File: src/rtl/nurse_call_ctrl.sv
// Nurse-call controller: synchronises and edge-detects N_BEDS bedside buttons,
// latches each request until acknowledged, serves one bed at a time (lowest
// index first) with a blinking LED and buzzer, and escalates unanswered calls.
//
// Ports:
//   clk          system clock, rising edge
//   rst_n        asynchronous active-low reset
//   call         raw bedside buttons (asynchronous, active-high)
//   ack          nurse acknowledge for the served bed (1-cycle pulse)
//   led          per-bed indicator (served bed blinks, other pending beds steady)
//   active_id    index of the bed being served
//   active_valid high while a bed is being served
//   buzzer       audible alert (blink phase in ALERT, steady in ESCALATE)
//   escalate     high while in ESCALATE
module nurse_call_ctrl #(
  parameter int unsigned N_BEDS     = 4,
  parameter int unsigned BLINK_HALF = 4,
  parameter int unsigned ESC_CYCLES = 32,
  localparam int unsigned ID_W      = (N_BEDS > 1) ? $clog2(N_BEDS) : 1
) (
  input  logic              clk,
  input  logic              rst_n,
  input  logic [N_BEDS-1:0] call,
  input  logic              ack,
  output logic [N_BEDS-1:0] led,
  output logic [ID_W-1:0]   active_id,
  output logic              active_valid,
  output logic              buzzer,
  output logic              escalate
);

  localparam int unsigned TMR_W = (ESC_CYCLES > 1) ? $clog2(ESC_CYCLES) : 1;
  localparam int unsigned BLK_W = (BLINK_HALF > 1) ? $clog2(BLINK_HALF) : 1;
  localparam logic [TMR_W-1:0] TMR_LAST = TMR_W'(ESC_CYCLES - 1);
  localparam logic [BLK_W-1:0] BLK_LAST = BLK_W'(BLINK_HALF - 1);

  typedef enum logic [1:0] {
    ST_IDLE  = 2'd0,
    ST_ALERT = 2'd1,
    ST_ESC   = 2'd2
  } state_e;

  state_e             state_q, state_d;
  logic [N_BEDS-1:0]  s1_q, s1_d, s2_q, s2_d, s3_q, s3_d;
  logic [N_BEDS-1:0]  armed_q, armed_d;
  logic [1:0]         settle_q, settle_d;
  logic [N_BEDS-1:0]  pending_q, pending_d;
  logic [ID_W-1:0]    active_id_q, active_id_d;
  logic [TMR_W-1:0]   timer_q, timer_d;
  logic [BLK_W-1:0]   blink_cnt_q, blink_cnt_d;
  logic               phase_q, phase_d;
  logic [N_BEDS-1:0]  led_q, led_d;
  logic               active_valid_q, active_valid_d;
  logic               buzzer_q, buzzer_d;
  logic               escalate_q, escalate_d;

  logic               settled;
  logic [N_BEDS-1:0]  rise;
  logic [N_BEDS-1:0]  clr;
  logic [ID_W-1:0]    lowest;

  // State and output registers.
  always_ff @(posedge clk or negedge rst_n) begin
    if (!rst_n) begin
      state_q        <= ST_IDLE;
      s1_q           <= '0;
      s2_q           <= '0;
      s3_q           <= '0;
      armed_q        <= '0;
      settle_q       <= '0;
      pending_q      <= '0;
      active_id_q    <= '0;
      timer_q        <= '0;
      blink_cnt_q    <= '0;
      phase_q        <= 1'b0;
      led_q          <= '0;
      active_valid_q <= 1'b0;
      buzzer_q       <= 1'b0;
      escalate_q     <= 1'b0;
    end else begin
      state_q        <= state_d;
      s1_q           <= s1_d;
      s2_q           <= s2_d;
      s3_q           <= s3_d;
      armed_q        <= armed_d;
      settle_q       <= settle_d;
      pending_q      <= pending_d;
      active_id_q    <= active_id_d;
      timer_q        <= timer_d;
      blink_cnt_q    <= blink_cnt_d;
      phase_q        <= phase_d;
      led_q          <= led_d;
      active_valid_q <= active_valid_d;
      buzzer_q       <= buzzer_d;
      escalate_q     <= escalate_d;
    end
  end

  // Next-state, request latching, blink and output decode.
  always_comb begin
    state_d     = state_q;
    active_id_d = active_id_q;
    timer_d     = timer_q;
    blink_cnt_d = blink_cnt_q;
    phase_d     = phase_q;
    clr         = '0;
    lowest      = '0;

    s1_d = call;
    s2_d = s1_q;
    s3_d = s2_q;

    // A bed only arms once its synchronised button has been seen low after
    // the pipeline has refilled from reset, so a held button is not re-latched.
    settled  = (settle_q == 2'd2);
    settle_d = settled ? settle_q : settle_q + 2'd1;
    armed_d  = armed_q | ({N_BEDS{settled}} & ~s2_q);
    rise     = s2_q & ~s3_q & armed_q;

    for (int i = N_BEDS - 1; i >= 0; i--) begin
      if (pending_q[i]) lowest = ID_W'(i);
    end

    case (state_q)
      ST_IDLE: begin
        if (|pending_q) begin
          state_d     = ST_ALERT;
          active_id_d = lowest;
          timer_d     = '0;
          blink_cnt_d = '0;
          phase_d     = 1'b1;
        end
      end
      ST_ALERT, ST_ESC: begin
        if (blink_cnt_q == BLK_LAST) begin
          blink_cnt_d = '0;
          phase_d     = ~phase_q;
        end else begin
          blink_cnt_d = blink_cnt_q + BLK_W'(1);
        end
        if (ack) begin
          state_d = ST_IDLE;
          for (int i = 0; i < N_BEDS; i++) begin
            if (ID_W'(i) == active_id_q) clr[i] = 1'b1;
          end
        end else if (state_q == ST_ALERT) begin
          // Escalate before the timer would wrap; it then holds.
          if (timer_q == TMR_LAST) state_d = ST_ESC;
          else                     timer_d = timer_q + TMR_W'(1);
        end
      end
      default: state_d = ST_IDLE;
    endcase

    // Set wins over a same-edge clear.
    pending_d = (pending_q & ~clr) | rise;

    led_d = pending_d;
    if (state_d == ST_ALERT) begin
      for (int i = 0; i < N_BEDS; i++) begin
        if (ID_W'(i) == active_id_d) led_d[i] = phase_d;
      end
    end
    active_valid_d = (state_d != ST_IDLE);
    escalate_d     = (state_d == ST_ESC);
    buzzer_d       = (state_d == ST_ESC) | ((state_d == ST_ALERT) & phase_d);
  end

  assign led          = led_q;
  assign active_id    = active_id_q;
  assign active_valid = active_valid_q;
  assign buzzer       = buzzer_q;
  assign escalate     = escalate_q;

endmodule

File: config.mk
export PLATFORM = sky130hd
export DESIGN_NAME = nurse_call_ctrl
export DESIGN_NICKNAME = d
export VERILOG_FILES = /design/src/rtl/nurse_call_ctrl.sv
export SDC_FILE = /design/constraint.sdc
export NUM_CORES = 1
export LEC_CHECK = 0
export ABC_AREA = 1
export CELL_PAD_IN_SITES_DETAIL_PLACEMENT = 1
export CELL_PAD_IN_SITES_GLOBAL_PLACEMENT = 1
export CORE_MARGIN = 4
export CORE_UTILIZATION = 29
export CTS_BUF_LIST = sky130_fd_sc_hd__clkbuf_2 sky130_fd_sc_hd__clkbuf_4 sky130_fd_sc_hd__clkbuf_8
export DETAILED_ROUTE_END_ITERATION = 8
export PLACE_DENSITY = 0.54
export RECOVER_POWER = 50
export SLEW_MARGIN = 25
export SYNTH_ARGS = -nofsm -noshare
export SYNTH_HDL_FRONTEND = slang
export SYNTH_SLANG_ARGS = --single-unit
File: constraint.sdc
create_clock -name clk -period 2.47 [get_ports clk]
set_input_delay 0.494 -clock clk [delete_from_list [all_inputs] [get_ports clk]]
set_output_delay 0.494 -clock clk [all_outputs]
set_load 0.03 [all_outputs]
# Word-level counts from Yosys, hierarchy flattened
# Cells that the tools add are included.
[op_classes]
n_addsub = 3
eq_ne = 17
muxes = 33
bitwise = 12
reduce_logical = 9
[ops]
columns = ["operator", "count"]
rows = [
  ["$mux 2", 12],
  ["$mux 5", 4],
  ["$and 4x4->4", 4],
  ["$mux 4", 3],
  ["$not 4->4", 3],
  ["$mux 1", 10],
  ["$pmux 5 s2", 1],
  ["$eq 2x2->1 const A", 4],
  ["$eq 2x2->1 const B", 4],
  ["$ne 2x2->1 const B", 4],
  ["$or 4x4->4", 2],
  ["$pmux 2 s2", 2],
  ["$logic_not 2->1", 3],
  ["$add 5x1->5 const B", 1],
  ["$eq 5x5->1 const B", 1],
  ["$reduce_and 5->1", 1],
  ["$add 2x1->2 const B", 2],
  ["$eq 1x2->1 const A", 2],
  ["$eq 2x1->1 const B", 2],
  ["$reduce_bool 2->1", 2],
  ["$reduce_or 4->1", 1],
  ["$pmux 1 s2", 1],
  ["$reduce_and 2->1", 1],
  ["$reduce_or 2->1", 1],
  ["3 further kinds", 3],
]
[totals]
register_bits = 41
inputBits = 7
word_cells = 89

# Longest topological paths before layout
[logic_depth]
depth_word = 9
depth_mapped = 11
depth_no_buf = 11

# Worst setup path before layout
# OpenSTA, ideal clock, no wires.
[synth_timing]
path_type = "reg-to-reg"
start = "register timer_q[0]"
end = "register led_q[1], in the netlist led[1]"
t_arrival_ns = 1.635
required_ns = 2.349
setup_slack_ns = 0.714
path_stages_with_launch = 12
synth_period_minus_slack_ns = 1.756
cell_sequence = "dfrtp_1 > ha_1 > and3_1 > ha_1 > nand2_1 > nand3_2 > nand2_4 > nand2_4 > nor2_4 > nand2_2 > o21bai_1 > nand2_1"
[synth_between]
elab_chain_len = 7
[synth_lines]
columns = ["item", "line_no", "text"]
rows = [
  ["start: declaration", "49", "logic [TMR_W-1:0] timer_q, timer_d;"],
  ["start signal: assignment", "89", "timer_q <= timer_d;"],
  ["$eq 5x5->1", "148", "if (timer_q == TMR_LAST) state_d = ST_ESC;"],
  ["$mux 2", "148", ""],
  ["$mux 2", "146", "end else if (state_q == ST_ALERT) begin"],
  ["$mux 2", "141", "if (ack) begin"],
  ["$pmux 2 s2", "124", "case (state_q)"],
  ["via state_d[0]", "43", "state_e state_q, state_d;"],
  ["$eq 2x1->1", "159", "if (state_d == ST_ALERT) begin"],
  ["$mux 4", "159", ""],
  ["via led_d[1]", "52", "logic [N_BEDS-1:0] led_q, led_d;"],
  ["end signal: assignment", "92", "led_q <= led_d;"],
  ["end: declaration", "52", ""],
]
# The timed path passes the listed nets, and every way through them passes these cells.
# A chain may end at the register's enable or synchronous reset.

# Worst setup path in the final report
# Ends and elaborated chain as after synthesis.

==> results_dict.tcl <==
set metrics [dict create \
    run_status "finished, final reports clean" \
    synth.largest_area_cell "dfrtp_1" \
    clockBufferDepth 2 \
    htree_levels 2 \
    gp_congestion 0.7213 \
    rsz0062_at_grt "no" \
    cts_buffers 5 \
    pwr-share-comb 0.432 \
    path_cells "ha_1, and3_1, ha_1, nand2_1, nand3_2, nand2_4, nand2_4, nor2_4, nand2_2, o21bai_1, nand2_1" \
    wl_per_cell_um 13.58 \
    grt_first_pass_wirelength_um 6727 \
    syn_avg_cell_area_sq_um 9.942 \
    synth_commonest_cells "dfrtp_1, nand2_1, inv_1" \
    cts_setup_buffers 0 \
    whs_ns 0.3528 \
    fillers 706 \
    synthesis.instances 184 \
    p_int_mw 1.378 \
    ys.flop_type "dfrtp_1" \
    die_x_um 87.42 \
    cts_root_buf "clkbuf_8" \
    layout_worst_path_cycle_share 0.8140 \
    syn_area_sq_mm 0.001829 \
    maxSlewHeadroom 0.3141 \
    final_util 0.3557 \
    grt_pass1_vias 1379 \
    hold_depth 0 \
    grt_antenna_before_repair 0 \
    hold_end "s2_q[3]$_DFF_PN0_" \
    ant_nets 0 \
    rr_worst_depth 11 \
    vdd_drop_max_v 0.0003923 \
    cts_tree "yes" \
    critPathBufInv 0 \
    synth_nets 199 \
    drv_slew 0 \
    reg2reg_to "led[1]$_DFF_PN0_" \
    cts-resized-gates 0 \
    switchingPower_mw 0.9995 \
    max_freq_ghz 0.4973 \
    layout.nets 220 \
    hp-start "s1_q[3]$_DFF_PN0_" \
    cap_violations 0 \
    insertion_delay_ns 0.29 \
    yosysTopAreaCellShare 0.5609 \
    yosys-top-cells-area "dfrtp_1, nand2_1, ha_1" \
    p_leak_nw 1.022 \
    powerDensity_mw_per_mm2 1109 \
    initial_core_util 0.3036 \
    grt_overflow 0 \
    path_class "flop to flop" \
    start_kind "flop" \
    portBuffers 15 \
    finalClockSkew_ns 0.005352 \
    vias 1274 \
    synth.most_common_cell "dfrtp_1" \
    power_frac_clock 0.179 \
    viasPerCell 4.534 \
    drt-initial-drc-count 29 \
    core_area_sq_mm 0.006026 \
    setup_viol 0 \
    synth-edff-count 0 \
    yosysSeqAreaShare 0.5609 \
    track_usage 0.1144 \
    dp_hpwl_um 2899 \
    path_delay_family "simple AND/OR/NAND/NOR gates" \
    drt_first_pass_iters 4 \
    finalHoldViolCount 0 \
    p_sw_frac 0.4205 \
    crit_fanout 6 \
    required_ns 2.65 \
    grt_start_max_net_pins 42 \
    synth-async-reset-ratio 1.000 \
    holdCritPathClass "flop to flop" \
    cp_slowest_cell "dfrtp_1" \
    clock_sinks 41 \
    reg2reg_slack_ns 0.46 \
    ios 16 \
    dieArea_sq_mm 0.007642 \
    yosysUniqueCellTypes 28 \
    crit_path_max_incr_delay_ns 0.43 \
    drcViolationCount 0 \
    worstPathArrival_ns 2.19 \
    diodes 0 \
    wirelength_um 3817 \
    cts-hold-fix-buffers 0 \
    reg2reg_from "timer_q[0]$_DFFE_PN0P_" \
    period_needed_ns 2.011 \
    yosysWarnings 0 \
    syn_to_final_growth_pct 17.17 \
    synth-seq-cells 41 \
    drive_gt1_frac 0.1602 \
    die_h_um 87.42 \
    tns_ns 0 \
    worstMarginPinSlew_ns 1.029 \
    rows 28 \
    p_seq_frac 0.389 \
    clk_pin_slew_ns 0.08 \
    end_kind "flop" \
]
flip-flops by register name, summed over array words and instances, names as in the netlist:
register      flops
active_id         2
s1_q              4
phase_q           1
led               4
buzzer            1
escalate          1
active_valid      1
settle_q          2
s3_q              4
s2_q              4
state_q           2
blink_cnt_q       2
armed_q           4
pending_q         4
timer_q           5
power by group through the flow:
stage               Sequential, mW  Combinational [mW]  Clock, mW
floorplan                     1.03               0.639          0
global placement             0.934                1.02          0
detailed placement           0.940                1.04          0
CTS                          0.927                1.05      0.457
global route                 0.944                1.15      0.484
finish                       0.925                1.03      0.426
area by class of cell:
cell class                      count  area (sq um)  share of cell area
Tap cell                           75         93.84             0.04378
Multi-Input combinational cell    119         705.7              0.3292
Inverter                           23         86.33             0.04028
Clock buffer                        5         68.82             0.03211
Sequential cell                    41          1026              0.4787
Timing Repair Buffer               15         145.1             0.06772
Clock inverter                      3         17.52            0.008173
per-stage QoR:
step / std cells / setup WS [ns] / instance area, sq um / total power, mW
final: 281 / 0.4593 / 2143 / 2.377
after floorplan: 184 / 0.7139 / 1829 / 1.667
after global placement: 273 / 0.4991 / 2057 / 1.952
after CTS: 281 / 0.4516 / 2143 / 2.432
after detailed placement: 273 / 0.4776 / 2057 / 1.984
after global routing: 281 / 0.3540 / 2143 / 2.579
routing by layer:
metal | routed length, um | up-vias | global-route usage | part of all wire
li1 | - | 637 | - | -
met1 | 1838 | 619 | 0.1492 | 0.48
met2 | 1822 | 11 | 0.1815 | 0.48
met3 | 85 | 7 | 0.02271 | 0.022
met4 | 70 | 0 | 0.05300 | 0.018
met5 | 0 | - | 0 | 0
cell families after synthesis:
logic type                 count (synthesis)  synth area share
buffers and inverters                     24           0.05335
DFF                                       41            0.5609
AOI/OAI and AO/OA                         28           0.09576
adders and majority gates                  8           0.05472
xor gates and xnor gates                   1          0.004789
and+or+nand+nor                           82            0.2305
cell usage in the layout, fill, tap and decap left out, drive strengths merged:
master,count
inv,23
a21oi,3
clkbuf,6
o21ai,15
and3,1
ha,8
o21bai,2
nand2,44
nor3,2
nand3b,1
o21a,2
xnor2,1
a31oi,1
o211ai,1
nor2,18
clkinvlp,1
nor3b,1
dfrtp,41
nand3,15
clkdlybuf4s50,14
clkinv,2
o31ai,4
worst max-delay path by stage:
stage	startpoint	to	depth (start not counted)
after floorplan	timer_q[0]$_DFFE_PN0P_	led[1]$_DFF_PN0_	11
after global placement	timer_q[0]$_DFFE_PN0P_	led[3]$_DFF_PN0_	11
after detailed placement	timer_q[0]$_DFFE_PN0P_	led[1]$_DFF_PN0_	11
after CTS	timer_q[0]$_DFFE_PN0P_	led[1]$_DFF_PN0_	11
after global routing	timer_q[0]$_DFFE_PN0P_	led[1]$_DFF_PN0_	11
final	timer_q[0]$_DFFE_PN0P_	led[1]$_DFF_PN0_	11
No activity file was read; power rests on OpenSTA's default activity.
